**src/rtl/arb_mux_reg.sv**
```systemverilog
// rtl/arb_mux_reg.sv - arbitrated N-to-1 mux with one-entry registered output and valid/ready handshake
// Round-robin or fixed-priority grant; the granted word lands in the output register on the same edge.
module arb_mux_reg #(
  parameter int WIDTH         = 32,
  parameter int MUX_QUANTITY  = 4,
  parameter int PRIORITY_MODE = 0
) (
  input  logic                          clk,
  input  logic                          rst_n,
  input  logic [MUX_QUANTITY-1:0]       in_valid,
  input  logic [WIDTH*MUX_QUANTITY-1:0] in_data,
  output logic [MUX_QUANTITY-1:0]       in_ready,
  output logic                          out_valid,
  input  logic                          out_ready,
  output logic [WIDTH-1:0]              out_data,
  output logic [MUX_QUANTITY-1:0]       out_sel
);

  localparam int PW = (MUX_QUANTITY > 1) ? $clog2(MUX_QUANTITY) : 1;

  logic [PW-1:0]           r_ptr;
  logic                    r_out_valid;
  logic [WIDTH-1:0]        r_out_data;
  logic [MUX_QUANTITY-1:0] r_out_sel;

  logic                    w_load;
  logic                    w_found;
  logic [PW-1:0]           w_idx;
  logic [PW-1:0]           w_cand;
  logic                    w_take;
  logic [MUX_QUANTITY-1:0] w_grant;
  int                      w_pos;

  assign w_load = !r_out_valid || out_ready;

  // Search from r_ptr (or from 0 in fixed-priority mode); first valid channel wins.
  always_comb begin
    w_found = 1'b0;
    w_idx   = '0;
    w_cand  = '0;
    w_pos   = 0;
    for (int k = 0; k < MUX_QUANTITY; k++) begin
      if (PRIORITY_MODE != 0) w_pos = k;
      else                    w_pos = (int'(r_ptr) + k) % MUX_QUANTITY;
      w_cand = PW'(w_pos);
      if (!w_found && in_valid[w_cand]) begin
        w_found = 1'b1;
        w_idx   = w_cand;
      end
    end
  end

  // rst_n gates the grant so no handshake can complete while reset is held.
  assign w_take = w_load && w_found && rst_n;

  always_comb begin
    w_grant = '0;
    if (w_take) w_grant[w_idx] = 1'b1;
  end

  assign in_ready = w_grant;

  always_ff @(posedge clk or negedge rst_n) begin
    if (!rst_n) begin
      r_ptr       <= '0;
      r_out_valid <= 1'b0;
      r_out_data  <= '0;
      r_out_sel   <= '0;
    end else if (w_take) begin
      r_out_valid <= 1'b1;
      r_out_data  <= in_data[int'(w_idx)*WIDTH +: WIDTH];
      r_out_sel   <= w_grant;
      if (PRIORITY_MODE == 0) begin
        if (int'(w_idx) == MUX_QUANTITY - 1) r_ptr <= '0;
        else                                 r_ptr <= w_idx + PW'(1);
      end
    end else if (out_ready) begin
      r_out_valid <= 1'b0;
    end
  end

  assign out_valid = r_out_valid;
  assign out_data  = r_out_data;
  assign out_sel   = r_out_sel;

endmodule

```
**config.mk**
```make
export PLATFORM = sky130hd
export DESIGN_NAME = arb_mux_reg
export DESIGN_NICKNAME = d
export VERILOG_FILES = /design/src/rtl/arb_mux_reg.sv
export SDC_FILE = /design/constraint.sdc
export NUM_CORES = 1
export LEC_CHECK = 0
export CELL_PAD_IN_SITES_DETAIL_PLACEMENT = 0
export CELL_PAD_IN_SITES_GLOBAL_PLACEMENT = 1
export CORE_ASPECT_RATIO = 1.1
export CORE_UTILIZATION = 23
export DETAILED_ROUTE_END_ITERATION = 10
export PLACE_DENSITY = 0.72
export SKIP_LAST_GASP = 1
export SYNTH_ARGS = -nofsm -noshare
export SYNTH_HDL_FRONTEND = slang
export SYNTH_SLANG_ARGS = --single-unit
```
**constraint.sdc**
```tcl
create_clock -name clk -period 1.8 [get_ports clk]
set_clock_uncertainty 0.15 [all_clocks]
set_input_delay 0.36 -clock clk [delete_from_list [all_inputs] [get_ports clk]]
set_output_delay 0.36 -clock clk [all_outputs]
set_load 0.01 [all_outputs]
```
==> impl_metrics.tcl <==
set metrics [dict create \
    syn_area_per_cell_um2 11.7 \
    critical_path_class "reg2out" \
    drt-wirelength-per-cell_um 18.9 \
    antenna_cells 0 \
    via_count 2648 \
    max_freq_ghz 0.467 \
    cpPeakStageDelay_ns 0.43 \
    grt_usage 0.182 \
    final_cells 572 \
    synthToLayoutAreaGrowth_pct 119 \
    cp.required_ns 1.29 \
    r2r_slack_ns -0.29 \
    die-width_um 103 \
    startpoint "r_ptr[0]" \
    setup_violations 35 \
    slowest_stage "dfrtp_1" \
    rr_startpoint "r_ptr[1]" \
    relSlewSlack 0.622 \
    drt_iter0_markers 87 \
    synth_cells 220 \
    rsz0062_at_grt "yes" \
    start_kind "flop" \
    violations "setup timing" \
    drt_wl_total_um 10800 \
    dp.cells 539 \
    fin_nets 560 \
    drcViolationCount 0 \
    dp_hpwl_um 6260 \
    power.density_nw_per_um2 1170 \
    clk_path_buf_depth 2 \
    dieHeight_um 113 \
    rows 40 \
    grt_pass1_vias 2968 \
    gp_congestion 0.735 \
    die_area_um2 11700 \
    gr-total-overflow 0 \
    synth_nets 356 \
    io_pins 176 \
    cts_tree "built" \
    cts_num_sinks 39 \
    place_ws_ns -1.03 \
    port_buffers 175 \
    max-cap-violations 0 \
    cp_cell_sequence "inv_2 > a21boi_2 > o221a_2 > buf_6 > ha_4 > and2_4 > buf_6" \
    ys_types 25 \
    p_leak_nw 2.21 \
    clockRootBuffer "clkbuf_16" \
    drive_gt1_frac 0.339 \
    drt_pass1_iterations 4 \
    ir_drop_mv 0.548 \
    worst_pin_slew_ns 0.567 \
    layout_worst_path_cycle_share 1.19 \
    htreeDepth 2 \
    ant_nets 0 \
    critPathMaxFanout 3 \
    clk_latency_ns 0.28 \
    antenna_found_initial 0 \
    p_total_mw 6.61 \
    tns_ns -8.18 \
    core_um2 10900 \
    slew_viol_final 0 \
    crit_top_cell "buf_6" \
    grt_pass1_wl_um 15700 \
    hold_path_class "in2async" \
    fin_crit_ns 2.14 \
    hold_viol_final 0 \
    clkTransAtPathRegs_ns 0.06 \
    ys_warn_count 0 \
    worst_slack_ns -0.339 \
    synth_area_um2 2580 \
    worstPathArrival_ns 1.63 \
    viasPerCell 4.63 \
    whs_ns 0.0604 \
    cts_made_buffers 5 \
    start_util 0.237 \
    synth-seq-cells 39 \
    outcome "complete, but fails checks" \
    grt_max_degree 40 \
    crit_path_end_kind "primary output" \
    ys_seq_area_frac 0.378 \
]
critical path, delay by kind of cell, from the launching register on:
| family | cells | cell delay [ns] |
|---|---|---|
| buffers and inverters | 3 | 0.34 |
| AND/OR/NAND/NOR | 1 | 0.14 |
| adder cells (fa/ha/maj) | 1 | 0.14 |
| flip-flops | 1 | 0.43 |
| AO/OA/AOI/OAI | 2 | 0.31 |
cell usage in the layout, fill, tap and decap left out, drive strengths merged, types with 2 or more instances in the layout:
cell	count
a21boi	2
a21oi	2
buf	44
clkbuf	11
clkdlybuf4s15	3
clkdlybuf4s50	165
dfrtp	39
inv	2
mux2i	64
nand2	40
nand2b	4
nor2	3
nor2b	3
o21ai	4
o221ai	32
worst paths after layout:
path,end,cells past startpoint
worst max-delay path,in_ready[3],7
worst min-delay path,out_data[11],2
worst max register to register,out_data[21],8
worst min register to register,out_sel[1],2
max in group asynchronous,r_ptr[1],2
min in group clk,out_valid,4
cell families (layout without fill, tap and decap cells):
group | Yosys count | after routing | share of synthesized area
muxes | 64 | 64 | 0.248
AOI/OAI and AO/OA | 44 | 44 | 0.206
and+or+nand+nor | 51 | 51 | 0.0828
buffers and inverters | 21 | 226 | 0.0804
DFF | 39 | 39 | 0.378
adders and majority gates | 1 | 1 | 0.00484
flip-flops by register name, summed over array words and instances, names as in the netlist:
name	flops
out_valid	1
out_data	32
out_sel	4
r_ptr	2
metrics by stage:
step                      instance area, um^2   util
after floorplan                          2640      -
after global placement                   4490  0.412
after detailed placement                 4490  0.412
after CTS                                5430  0.497
after global routing                     5670  0.520
final                                    5670  0.520
synthesized netlist by cell type, drive strengths merged:
cell     n  area share
a21boi   2      0.0058
a21o     1      0.0029
a21oi    2      0.0039
and2     1      0.0024
buf     18       0.076
clkbuf   1      0.0015
dfrtp   39        0.38
ha       1      0.0048
inv      2      0.0029
mux2i   64        0.25
nand2   40       0.059
nand2b   4      0.0097
nor2     3      0.0044
nor2b    3      0.0073
o21ai    4      0.0077
o221a    1      0.0044
o221ai  32        0.17
o32a     1      0.0039
o41ai    1      0.0063
where the power goes:
group	internal, mW	switching (mW)
clock	0.591	0.363
sequential	1.23	0.208
combinational	2.55	1.67
total	4.37	2.24
final cells by class:
type / instances / area (um^2)
clock buffer: 8 / 156
multi-input combinational: 160 / 1920
sequential: 39 / 977
fill: 981 / 5240
tap: 147 / 184
inverter: 2 / 7.51
timing repair buffer: 216 / 2430
per-layer routing:
metal / part of all wire / routed length [um] / vias to the layer above / track usage
li1: - / - / 1251 / -
met1: 0.40 / 4300 / 1298 / 0.214
met2: 0.54 / 5840 / 89 / 0.337
met3: 0.050 / 546 / 10 / 0.0327
met4: 0.013 / 141 / 0 / 0.0423
met5: 0 / 0 / - / 0
timing repair:
item                                    in CTS  in global routing
buffers inserted                            12                  5
hold buffers                                 0                  0
gates resized for setup                    109                 58
pin swaps                                   23                 13
endpoints found under the setup margin      42                 41
cloned                                      12                  2
hold endpoints to repair                     0                  0
No activity file was read; power rests on OpenSTA's default activity.
